===== config.mk =====
export PLATFORM = sky130hd
export DESIGN_NAME = accum_bank_flat
export DESIGN_NICKNAME = d
export VERILOG_FILES = /design/src/rtl/dsp_pkg.sv /design/src/rtl/accum_bank_if.sv /design/src/rtl/accum_bank_sat_add.sv /design/src/rtl/accum_bank.sv /design/src/flat_wrapper.sv
export SDC_FILE = /design/constraint.sdc
export NUM_CORES = 2
export LEC_CHECK = 0
export ABC_AREA = 1
export ABC_CLOCK_PERIOD_IN_PS = 8150
export CORE_UTILIZATION = 60
export CTS_CLUSTER_DIAMETER = 30
export DETAILED_ROUTE_END_ITERATION = 7
export PLACE_DENSITY = 0.77
export SKIP_LAST_GASP = 1
export SLEW_MARGIN = 15
export SYNTH_ARGS = -nofsm -noshare
export SYNTH_HDL_FRONTEND = slang
export SYNTH_SLANG_ARGS = --single-unit

===== constraint.sdc =====
create_clock -name clk -period 8.15 [get_ports clk]
set_input_delay 1.63 -clock clk [delete_from_list [all_inputs] [get_ports clk]]
set_output_delay 1.63 -clock clk [all_outputs]
set_load 0.005 [all_outputs]

===== src/rtl/dsp_pkg.sv =====
// Shared op-codes and saturation mode constants for the accumulator bank.
// No logic of its own; pure declarations.
// No flow control.
package dsp_pkg;

   // Command op-codes carried on in_op
   typedef enum logic [1:0] {
      OP_MAC  = 2'b00,   // acc += a*b
      OP_MSU  = 2'b01,   // acc -= a*b
      OP_LOAD = 2'b10,   // acc  = sext(a)
      OP_CLR  = 2'b11    // acc  = 0, sticky overflow cleared
   } op_e;

   // Values for the SAT_EN parameter
   localparam int SAT_MODE  = 1;   // clamp to the most positive / most negative value
   localparam int WRAP_MODE = 0;   // keep the low ACC_W bits

endpackage


===== src/rtl/accum_bank_if.sv =====
// Command and result channels of the accumulator bank.
// No logic; timing is set by the endpoints.
// in_* is valid/ready towards the bank, out_* is valid/ready from the bank.
interface accum_bank_if
   import dsp_pkg::*;
#(
   parameter int DATA_W = 16,
   parameter int ACC_W  = 40,
   parameter int NCH    = 16
);
   localparam int CH_W = $clog2(NCH);

   logic                     in_valid;
   logic                     in_ready;
   op_e                      in_op;
   logic [CH_W-1:0]          in_ch;
   logic signed [DATA_W-1:0] in_a;
   logic signed [DATA_W-1:0] in_b;

   logic                     out_valid;
   logic                     out_ready;
   logic [CH_W-1:0]          out_ch;
   logic [ACC_W-1:0]         out_data;
   logic                     out_ovf;

   // Command source / result sink side
   modport master (
      output in_valid, in_op, in_ch, in_a, in_b, out_ready,
      input  in_ready, out_valid, out_ch, out_data, out_ovf
   );

   // Accumulator bank side
   modport slave (
      input  in_valid, in_op, in_ch, in_a, in_b, out_ready,
      output in_ready, out_valid, out_ch, out_data, out_ovf
   );

endinterface


===== src/rtl/accum_bank_sat_add.sv =====
// Signed ACC_W add/subtract with one guard bit, saturating or wrapping result.
// Combinational, zero latency.
// No flow control.
module sat_add
   import dsp_pkg::*;
#(
   parameter int ACC_W  = 40,
   parameter int SAT_EN = SAT_MODE
) (
   input  logic [ACC_W-1:0] a,
   input  logic [ACC_W-1:0] b,
   input  logic             sub,
   output logic [ACC_W-1:0] sum,
   output logic             ovf
);
   localparam logic [ACC_W-1:0] POS_MAX = {1'b0, {(ACC_W-1){1'b1}}};
   localparam logic [ACC_W-1:0] NEG_MIN = {1'b1, {(ACC_W-1){1'b0}}};

   logic [ACC_W:0] a_x;
   logic [ACC_W:0] b_x;
   logic [ACC_W:0] s_x;

   // One guard bit makes the exact result representable; overflow is guard != sign
   always_comb begin
      a_x = {a[ACC_W-1], a};
      b_x = {b[ACC_W-1], b};
      s_x = sub ? (a_x - b_x) : (a_x + b_x);
      ovf = s_x[ACC_W] ^ s_x[ACC_W-1];
      if (ovf && (SAT_EN != WRAP_MODE)) begin
         sum = s_x[ACC_W] ? NEG_MIN : POS_MAX;
      end else begin
         sum = s_x[ACC_W-1:0];
      end
   end

endmodule


===== src/rtl/accum_bank.sv =====
// NCH-channel signed multiply-accumulate bank with sticky per-channel overflow.
// Latency 2 cycles (S1 product register, S2 accumulate + output register), 1 cmd/cycle.
// in_ready = out_ready | ~out_valid; while low both stages hold and no channel is written.
module accum_bank
   import dsp_pkg::*;
#(
   parameter int DATA_W = 16,
   parameter int ACC_W  = 40,          // must be at least 2*DATA_W
   parameter int NCH    = 16,          // must be at least 2
   parameter int SAT_EN = SAT_MODE
) (
   input  logic        clk,
   input  logic        reset,
   accum_bank_if.slave bus
);
   localparam int            CH_W   = $clog2(NCH);
   localparam int            PROD_W = 2 * DATA_W;
   localparam logic [CH_W:0] NCH_L  = (CH_W+1)'(NCH);

   logic                     stall;

   // S1: decoded command with the operand already in full precision
   logic                     s1_vld;
   op_e                      s1_op;
   logic [CH_W-1:0]          s1_ch;
   logic signed [PROD_W-1:0] s1_val;
   logic signed [PROD_W-1:0] a_ext;
   logic signed [PROD_W-1:0] b_ext;

   // Channel state
   logic [ACC_W-1:0]         acc_q [NCH];
   logic [NCH-1:0]           ovf_q;

   // S2 datapath
   logic                     ch_ok;
   logic [ACC_W-1:0]         acc_rd;
   logic                     ovf_rd;
   logic [ACC_W-1:0]         opnd;
   logic                     sub_op;
   logic [ACC_W-1:0]         sum;
   logic                     add_ovf;
   logic [ACC_W-1:0]         nxt_acc;
   logic                     nxt_ovf;

   // Output register
   logic                     out_vld_q;
   logic [CH_W-1:0]          out_ch_q;
   logic [ACC_W-1:0]         out_data_q;
   logic                     out_ovf_q;

   assign stall         = out_vld_q & ~bus.out_ready;
   assign bus.in_ready  = ~stall;
   assign bus.out_valid = out_vld_q;
   assign bus.out_ch    = out_ch_q;
   assign bus.out_data  = out_data_q;
   assign bus.out_ovf   = out_ovf_q;

   assign a_ext  = PROD_W'(bus.in_a);
   assign b_ext  = PROD_W'(bus.in_b);
   assign sub_op = (s1_op == OP_MSU);

   // S1: register command; LOAD carries sext(a), CLR carries zero, MAC/MSU carry a*b
   always_ff @(posedge clk) begin
      if (reset) begin
         s1_vld <= 1'b0;
         s1_op  <= OP_MAC;
         s1_ch  <= '0;
         s1_val <= '0;
      end else if (!stall) begin
         s1_vld <= bus.in_valid;
         s1_op  <= bus.in_op;
         s1_ch  <= bus.in_ch;
         case (bus.in_op)
            OP_MAC, OP_MSU: s1_val <= a_ext * b_ext;
            OP_LOAD:        s1_val <= a_ext;
            default:        s1_val <= '0;
         endcase
      end
   end

   // S2 read side: out-of-range channels read as zero and never write back
   always_comb begin
      ch_ok  = ({1'b0, s1_ch} < NCH_L);
      acc_rd = '0;
      ovf_rd = 1'b0;
      if (ch_ok) begin
         acc_rd = acc_q[s1_ch];
         ovf_rd = ovf_q[s1_ch];
      end
      opnd = ACC_W'(s1_val);
   end

   sat_add #(
      .ACC_W  (ACC_W),
      .SAT_EN (SAT_EN)
   ) u_sat_add (
      .a   (acc_rd),
      .b   (opnd),
      .sub (sub_op),
      .sum (sum),
      .ovf (add_ovf)
   );

   // Next channel value and sticky flag per op
   always_comb begin
      nxt_acc = sum;
      nxt_ovf = ovf_rd | add_ovf;
      case (s1_op)
         OP_LOAD: begin
            nxt_acc = opnd;
            nxt_ovf = ovf_rd;
         end
         OP_CLR: begin
            nxt_acc = '0;
            nxt_ovf = 1'b0;
         end
         default: ;
      endcase
      if (!ch_ok) begin
         nxt_acc = '0;
         nxt_ovf = 1'b0;
      end
   end

   // S2 write side: channel state updates only when S2 advances with a valid command
   always_ff @(posedge clk) begin
      if (reset) begin
         for (int i = 0; i < NCH; i++) begin
            acc_q[i] <= '0;
         end
         ovf_q <= '0;
      end else if (!stall && s1_vld && ch_ok) begin
         acc_q[s1_ch] <= nxt_acc;
         ovf_q[s1_ch] <= nxt_ovf;
      end
   end

   // Output register: a bubble in S1 drops out_valid once the current result moves on
   always_ff @(posedge clk) begin
      if (reset) begin
         out_vld_q  <= 1'b0;
         out_ch_q   <= '0;
         out_data_q <= '0;
         out_ovf_q  <= 1'b0;
      end else if (!stall) begin
         out_vld_q <= s1_vld;
         if (s1_vld) begin
            out_ch_q   <= s1_ch;
            out_data_q <= nxt_acc;
            out_ovf_q  <= nxt_ovf;
         end
      end
   end

endmodule


===== src/flat_wrapper.sv =====
// flat-port wrapper written by rule: the top's interface ports become plain ports
module accum_bank_flat import dsp_pkg::*;
#(
   parameter int DATA_W = 16,
   parameter int ACC_W  = 40,                                      
   parameter int NCH    = 16,                               
   parameter int SAT_EN = SAT_MODE
)
  (clk, reset, bus_in_valid, bus_in_op, bus_in_ch, bus_in_a, bus_in_b, bus_out_ready, bus_in_ready, bus_out_valid, bus_out_ch, bus_out_data, bus_out_ovf);
  accum_bank_if #(.DATA_W(DATA_W), .ACC_W(ACC_W), .NCH(NCH)) bus_i ();
  input  logic clk;
  input  logic reset;
  input wire logic [$bits(bus_i.in_valid)-1:0] bus_in_valid;
  input wire logic [$bits(bus_i.in_op)-1:0] bus_in_op;
  input wire logic [$bits(bus_i.in_ch)-1:0] bus_in_ch;
  input wire logic [$bits(bus_i.in_a)-1:0] bus_in_a;
  input wire logic [$bits(bus_i.in_b)-1:0] bus_in_b;
  input wire logic [$bits(bus_i.out_ready)-1:0] bus_out_ready;
  output wire logic [$bits(bus_i.in_ready)-1:0] bus_in_ready;
  output wire logic [$bits(bus_i.out_valid)-1:0] bus_out_valid;
  output wire logic [$bits(bus_i.out_ch)-1:0] bus_out_ch;
  output wire logic [$bits(bus_i.out_data)-1:0] bus_out_data;
  output wire logic [$bits(bus_i.out_ovf)-1:0] bus_out_ovf;
  assign bus_i.in_valid = bus_in_valid;
  assign bus_i.in_op = bus_in_op;
  assign bus_i.in_ch = bus_in_ch;
  assign bus_i.in_a = bus_in_a;
  assign bus_i.in_b = bus_in_b;
  assign bus_i.out_ready = bus_out_ready;
  assign bus_in_ready = bus_i.in_ready;
  assign bus_out_valid = bus_i.out_valid;
  assign bus_out_ch = bus_i.out_ch;
  assign bus_out_data = bus_i.out_data;
  assign bus_out_ovf = bus_i.out_ovf;
  accum_bank #(.DATA_W(DATA_W), .ACC_W(ACC_W), .NCH(NCH), .SAT_EN(SAT_EN)) u_core (.clk(clk), .reset(reset), .bus(bus_i));
endmodule

# --- Yosys cells after proc, flatten, opt, wreduce, memory -nomap -nowiden ---
# Memory sizes are Yosys's and may differ from the RTL's. A register that Yosys moved wholly into a read port is not among the register bits.
# Cells that the tools add are included.
op_classes:
  eq_ne: 5
  n_mux: 21
  reduce_logical: 7
  n_lt_le_gt_ge: 2
  bitwise_logic: 5
  n_mul: 1
  addsub: 2
ops:
  columns: ["cell", "count"]
  rows:
  - ["$mux 40", 3]
  - ["$pmux 40 s2", 1]
  - ["$pmux 32 s2", 1]
  - ["$add 40x32->41", 1]
  - ["$mux 41", 1]
  - ["$sub 40x32->41", 1]
  - ["$reduce_or 40->1", 1]
  - ["$mul 16x16->32", 1]
  - ["$bwmux 16", 1]
  - ["$mux 4", 3]
  - ["$mux 1", 8]
  - ["$eq 2x2->1 const B", 3]
  - ["$lt 4x5->1 const B", 1]
  - ["$bmux 1 s4", 1]
  - ["$demux 1 s4", 1]
  - ["$eq 2x1->1 const B", 2]
  - ["$ge 4x1->1 const B", 1]
  - ["$logic_and 1x1->1", 2]
  - ["$logic_not 2->1", 1]
  - ["$not 1->1", 2]
  - ["$pmux 1 s2", 1]
  - ["$reduce_and 2->1", 1]
  - ["$reduce_or 2->1", 1]
  - ["$and 1x1->1", 1]
  - ["3 further kinds", 3]
word_totals:
  wordCells: 53
  memories: 1
  register_bits: 101
  output_inout_bits: 47
  ramBits: 640
memory_table:
  columns: ["name", "depth", "word_bits", "read_ports", "rd_clocked_by_memory_dff", "wr", "line_no", "source"]
  rows:
  - ["u_core.acc_q", 16, 40, 1, 1, 16, "accum_bank.sv:31", "logic [ACC_W-1:0] acc_q [NCH];"]

# --- Logic depth before layout (Yosys ltp) ---
logic_depth:
  ltp_word: 9
  mapped_depth: 33

# --- Hierarchy ---
# Synthesis repeated with hierarchy kept, for this count alone.
hier_totals:
  cells_unflattened: 5359
  area_unflattened_um2: 47893.4
modules_own_cells:
  columns: ["mod", "seq_area_each_um2", "area_per_inst_um2", "instances", "cells_per_inst"]
  rows:
  - ["accum_bank", 21320.4, 43559.3, 1, 4516]
  - ["sat_add", 0.0, 4334.2, 1, 843]

# --- Worst setup path after synthesis ---
# No wires, ideal clock.
synth_path:
  kind: "input to register"
  from: "in bus_in_a[15]"
  to: "reg u_core.s1_val[27]"
  arrival_time_ps: 6959
  setup_time_ps: 128
  cell_stages: 22
  setup_slack_ps: 1062
  t_required_ps: 8022
  cell_sequence: "clkbuf_1 > clkbuf_1 > nand2_1 > inv_1 > fa_1 > fa_1 > fa_1 > fa_1 > fa_1 > inv_1 > fa_1 > inv_1 > ha_1 > a21oi_1 > o21ai_0 > a21oi_1 > nand3_1 > nand2_1 > o211ai_1 > or2_2 > nand3_1 > a21oi_1"
synth_between:
  elab_chain_cells: 2
synth_lines:
  columns: ["element", "line_no", "source"]
  rows:
  - ["start: declaration", "flat_wrapper.sv:16", "input wire logic [$bits(bus_i.in_a)-1:0] bus_in_a;"]
  - ["$mul 16x16->32", "accum_bank.sv:74", "OP_MAC, OP_MSU: s1_val <= a_ext * b_ext;"]
  - ["$pmux 32 s2 *", "accum_bank.sv:73", "case (bus.in_op)"]
  - ["end signal: assignment", "accum_bank.sv:74", null]
  - ["end signal: assignment", "accum_bank.sv:75", "OP_LOAD: s1_val <= a_ext;"]
  - ["end: declaration", "accum_bank.sv:26", "logic signed [PROD_W-1:0] s1_val;"]
# Every way passes the cells marked *; elsewhere a longest branch is shown, timed or not.
# A chain may end at the register's enable or synchronous reset.

# --- Worst setup path in the final report ---
layout_path:
  from: "in bus_in_b[2]"
  to: "reg u_core.s1_val[26]"
layout_between:
  elab_chain_cells: 2
layout_lines:
  columns: ["element", "line_no", "source"]
  rows:
  - ["start: declaration", "flat_wrapper.sv:17", "input wire logic [$bits(bus_i.in_b)-1:0] bus_in_b;"]
  - ["$mul 16x16->32", "accum_bank.sv:74", null]
  - ["$pmux 32 s2", "accum_bank.sv:73", null]
# Every way passes these cells.

==> impl_metrics.tcl <==
set metrics [dict create \
    power.internal_mw 12.04 \
    share_clk_of_total_power 0.247 \
    rr_worst_depth 20 \
    hold_path_depth 2 \
    combinationalPowerShare 0.552 \
    ys_types 45 \
    initial_antenna_violation_count 4 \
    cts-hold-fix-buffers 0 \
    clockBufferDepth 3 \
    grt_setup_unrepaired "false" \
    p_sw_frac 0.4683 \
    drt_drc_violations_left 0 \
    postRouteWirelength_um 148100 \
    timing.critical_path.arrival_ns 8.04 \
    cts-htree-levels 4 \
    maxCapViolCount 0 \
    layout_min_cycle_time_ns 7.453 \
    crit_required_ns 8.73 \
    vias_in_the_first_global_route 38550 \
    synth_area_per_cell_um2 8.845 \
    placed_inst_area_um2 48530 \
    fin_setup_tns_ns 0 \
    setup_violations 0 \
    first_iter_violations 5538 \
    worstHoldPathType "reg2reg" \
    tightest_slew_ns 1.153 \
    synth_area_um2 47070 \
    num-nets-final 5703 \
    clk-insertion-delay-late_ns 0.73 \
    timing.critical_path.to_type "flip-flop" \
    design.die.area_um2 79580 \
    fp.dieW_um 282.1 \
    core-area_um2 77590 \
    grt_remaining_overflow 0 \
    drt_pre_antenna_iters 8 \
    dp.cells 6183 \
    floorplan.io_pins 89 \
    hold_end "u_core.ovf_q[6]" \
    cts.sinks 745 \
    cts.root.buffer_cell "sky130_fd_sc_hd__clkbuf_16" \
    post_synth_inst_count 5322 \
    kind_of_critical_path "in2reg" \
    tritoncts "done" \
    power_frac_seq 0.202 \
    final_hold_viol_count 0 \
    cts_buffers 130 \
    dp_hpwl_um 91510 \
    pin_count_of_the_biggest_net_entering_global_routing 181 \
    power.leakage_nw 22.98 \
    postLayoutCellArea_um2 53070 \
    synth_seq_area_share 0.4529 \
    number_of_nets_in_the_synthesized_netlist 5750 \
    post-cts-setup-buffers 0 \
    std_cell_rows 102 \
    route.detailed.wl_per_inst_um 23.07 \
    critPathMaxFanout 16 \
    cellPowerDensity_nw_per_um2 426.7 \
    port_buffers 88 \
    outcome "finished, final reports clean" \
    min_period_over_period 0.9145 \
    maxSlewHeadroom 0.2316 \
    critical_path.reg2reg.endpoint "u_core.acc_q[0][36]" \
    initial_core_util 0.6067 \
    syn2layout_area_growth_pct 12.74 \
    grt_util_all_layers 0.3768 \
    layoutNonFillerInstCount 6418 \
    yosys_register_bits 745 \
    slew_viol_final 0 \
    gp_congestion 0.9703 \
    cts.reportedPaths.clkPinSlew_ns 0.04 \
    worstHoldStart "u_core.ovf_q[6]" \
    switching_power_mw 10.60 \
    via_per_inst 6.130 \
    post_cts_resize_count 0 \
    fmaxAchievable_mhz 134.2 \
    num_vias 39350 \
    final_layout_size_suffix_gt1_frac 0.07458 \
    number_of_antenna_violating_nets_in_the_routed_design 0 \
    clock_skew_ns 0.03665 \
    fp.dieH_um 282.1 \
    ir_worst_vdd_mv 1.061 \
    first_pass_grt_wire_length_um 222800 \
    timing.reg2reg.setup_slack_ns 1.55 \
    yosys_warnings 0 \
    worstSetupStartpointType "input pin" \
]
[flip-flops by register name, summed over array words and instances (netlist names), named ones only]
signal                cells
u_core.acc_q            640
u_core.bus.out_data      40
u_core.s1_val            32
u_core.ovf_q             16
u_core.bus.out_ch         4
u_core.s1_ch              4
u_core.s1_op              2
u_core.bus.out_ovf        1
u_core.bus.out_valid      1
u_core.s1_vld             1
[cell families after synthesis]
family / count (synthesis) / share of synthesized area
compound gates: 848 / 0.1116
xor+xnor: 69 / 0.01284
fa+ha+maj: 386 / 0.1445
buf+inv: 995 / 0.08410
flops: 745 / 0.4529
simple gates: 2279 / 0.1940
[critical path, cell delays in order]
cell	delay, ns
sky130_fd_sc_hd__clkdlybuf4s50_1	1.00
sky130_fd_sc_hd__nand2_1	0.18
sky130_fd_sc_hd__fa_1	0.54
sky130_fd_sc_hd__fa_1	0.51
sky130_fd_sc_hd__fa_1	0.51
sky130_fd_sc_hd__inv_1	0.05
sky130_fd_sc_hd__fa_1	0.48
sky130_fd_sc_hd__fa_1	0.49
sky130_fd_sc_hd__inv_1	0.05
sky130_fd_sc_hd__fa_1	0.48
sky130_fd_sc_hd__inv_1	0.04
sky130_fd_sc_hd__ha_1	0.36
sky130_fd_sc_hd__inv_1	0.10
sky130_fd_sc_hd__o21ai_0	0.13
sky130_fd_sc_hd__a31oi_1	0.20
sky130_fd_sc_hd__nand3_1	0.29
sky130_fd_sc_hd__a21oi_1	0.34
sky130_fd_sc_hd__nor2_1	0.11
sky130_fd_sc_hd__nand2_1	0.07
sky130_fd_sc_hd__nand2_1	0.05
sky130_fd_sc_hd__or2_2	0.27
sky130_fd_sc_hd__nand3_1	0.07
sky130_fd_sc_hd__a21oi_1	0.08
[cell usage in the layout (no fill, tap or decap), types with 23 or more instances in the layout]
| cell type | netlist | routed |
|---|---|---|
| sky130_fd_sc_hd__buf_4 | 18 | 90 |
| sky130_fd_sc_hd__dfxtp_1 | 105 | 101 |
| sky130_fd_sc_hd__xor2_1 | 46 | 46 |
| sky130_fd_sc_hd__o211ai_1 | 50 | 50 |
| sky130_fd_sc_hd__nand3_1 | 186 | 182 |
| sky130_fd_sc_hd__nand4_1 | 59 | 59 |
| sky130_fd_sc_hd__o21ai_0 | 399 | 399 |
| sky130_fd_sc_hd__fa_1 | 263 | 263 |
| sky130_fd_sc_hd__nor2_1 | 1186 | 1182 |
| sky130_fd_sc_hd__ha_1 | 123 | 123 |
| sky130_fd_sc_hd__o221ai_1 | 110 | 110 |
| sky130_fd_sc_hd__nand2_1 | 778 | 762 |
| sky130_fd_sc_hd__a21oi_1 | 146 | 146 |
| sky130_fd_sc_hd__clkdlybuf4s50_1 | 0 | 87 |
| sky130_fd_sc_hd__inv_1 | 627 | 624 |
| sky130_fd_sc_hd__xnor2_1 | 23 | 23 |
| sky130_fd_sc_hd__edfxtp_1 | 640 | 640 |
| sky130_fd_sc_hd__o22ai_1 | 46 | 46 |
| sky130_fd_sc_hd__clkbuf_16 | 0 | 133 |
| sky130_fd_sc_hd__clkinv_1 | 3 | 25 |
[through the flow]
stage	setup WS [ns]	utilization	power [mW]	hold WS (ns)
6_report	0.6972	0.6839	22.65	0.4721
5_1_grt	0.3237	0.6839	24.17	0.4892
4_1_cts	0.7934	0.6839	22.37	0.4702
3_5_place_dp	0.08008	0.6254	16.78	0.4633
3_3_place_gp	0.2372	0.6254	16.62	0.4581
2_1_floorplan	1.062	-	13.67	0.4474
[layout make-up]
cell class / instances / area [um2]
inverters: 634 / 2390
fillers: 6029 / 24520
repair buffers: 182 / 1632
clock inverters: 86 / 1094
clock buffers: 148 / 3445
flip-flops and latches: 745 / 21330
diodes: 1 / 2.502
well taps: 1040 / 1301
multi-input cells: 3582 / 21870
[synthesized netlist by cell type]
master | count | area [um2]
sky130_fd_sc_hd__a21oi_4 | 18 | 292.8
sky130_fd_sc_hd__a31oi_1 | 17 | 106.4
sky130_fd_sc_hd__nand3_1 | 186 | 930.9
sky130_fd_sc_hd__a22oi_1 | 8 | 60.06
sky130_fd_sc_hd__a221oi_1 | 2 | 17.52
sky130_fd_sc_hd__o21bai_1 | 12 | 90.09
sky130_fd_sc_hd__inv_2 | 4 | 15.01
sky130_fd_sc_hd__nand3b_1 | 18 | 135.1
sky130_fd_sc_hd__o2111a_1 | 1 | 11.26
sky130_fd_sc_hd__nand2_1 | 778 | 2920
sky130_fd_sc_hd__a21o_1 | 9 | 67.56
sky130_fd_sc_hd__ha_1 | 123 | 1539
sky130_fd_sc_hd__buf_2 | 22 | 110.1
sky130_fd_sc_hd__o21ai_0 | 399 | 1997
sky130_fd_sc_hd__buf_4 | 18 | 135.1
sky130_fd_sc_hd__o221a_2 | 2 | 22.52
sky130_fd_sc_hd__nand2_2 | 4 | 25.02
sky130_fd_sc_hd__dfxtp_1 | 105 | 2102
sky130_fd_sc_hd__nand2_4 | 1 | 11.26
sky130_fd_sc_hd__o21ai_1 | 2 | 10.01
sky130_fd_sc_hd__nor2_1 | 1186 | 4452
sky130_fd_sc_hd__buf_12 | 1 | 20.02
sky130_fd_sc_hd__o211ai_1 | 50 | 375.4
sky130_fd_sc_hd__clkinv_1 | 3 | 11.26
sky130_fd_sc_hd__o22ai_1 | 46 | 287.8
sky130_fd_sc_hd__nor4_1 | 7 | 43.79
sky130_fd_sc_hd__buf_6 | 15 | 168.9
sky130_fd_sc_hd__xor2_1 | 46 | 402.9
sky130_fd_sc_hd__edfxtp_1 | 640 | 19220
sky130_fd_sc_hd__buf_1 | 6 | 22.52
sky130_fd_sc_hd__or2_2 | 13 | 81.33
sky130_fd_sc_hd__a21oi_2 | 20 | 175.2
sky130_fd_sc_hd__inv_1 | 627 | 2354
sky130_fd_sc_hd__nor3_2 | 3 | 30.03
sky130_fd_sc_hd__fa_1 | 263 | 5265
sky130_fd_sc_hd__nand3_2 | 2 | 20.02
sky130_fd_sc_hd__xnor2_1 | 23 | 201.4
sky130_fd_sc_hd__o221ai_1 | 110 | 963.4
sky130_fd_sc_hd__nor2_2 | 4 | 25.02
sky130_fd_sc_hd__clkbuf_1 | 299 | 1122
sky130_fd_sc_hd__a211oi_1 | 4 | 30.03
sky130_fd_sc_hd__a21oi_1 | 146 | 730.7
sky130_fd_sc_hd__nor3_1 | 18 | 90.09
sky130_fd_sc_hd__nand4_1 | 59 | 369.1
sky130_fd_sc_hd__o31ai_1 | 2 | 15.01
[how the worst max path moves through the flow]
stage | cells past startpoint | from | to | slack (ns)
after floorplan | 22 | bus_in_a[15] | u_core.s1_val[27] | 1.06
after global placement | 21 | bus_in_b[2] | u_core.s1_val[27] | 0.24
after detailed placement | 20 | bus_in_b[2] | u_core.s1_val[28] | 0.08
after CTS | 22 | bus_in_b[2] | u_core.s1_val[31] | 0.79
after global routing | 22 | bus_in_b[2] | u_core.s1_val[31] | 0.32
final | 23 | bus_in_b[2] | u_core.s1_val[26] | 0.70
[power by group through the flow]
stage | logic, mW | registers, mW | clock network [mW]
after floorplan | 9.11 | 4.56 | 0
after detailed placement | 12.2 | 4.63 | 0
after global routing | 13.8 | 4.58 | 5.76
final | 12.5 | 4.57 | 5.59
after CTS | 12.2 | 4.56 | 5.58
after global placement | 12.0 | 4.62 | 0
[metal layers]
| layer | global-route usage | vias to the layer above | wire (um) |
|---|---|---|---|
| met1 | 0.5034 | 18790 | 55200 |
| met2 | 0.5792 | 2671 | 66070 |
| met5 | 0 | - | 31 |
| li1 | - | 17400 | - |
| met3 | 0.1009 | 481 | 20260 |
| met4 | 0.1656 | 6 | 6519 |
Note: power is estimated with default switching activity, not from simulation.
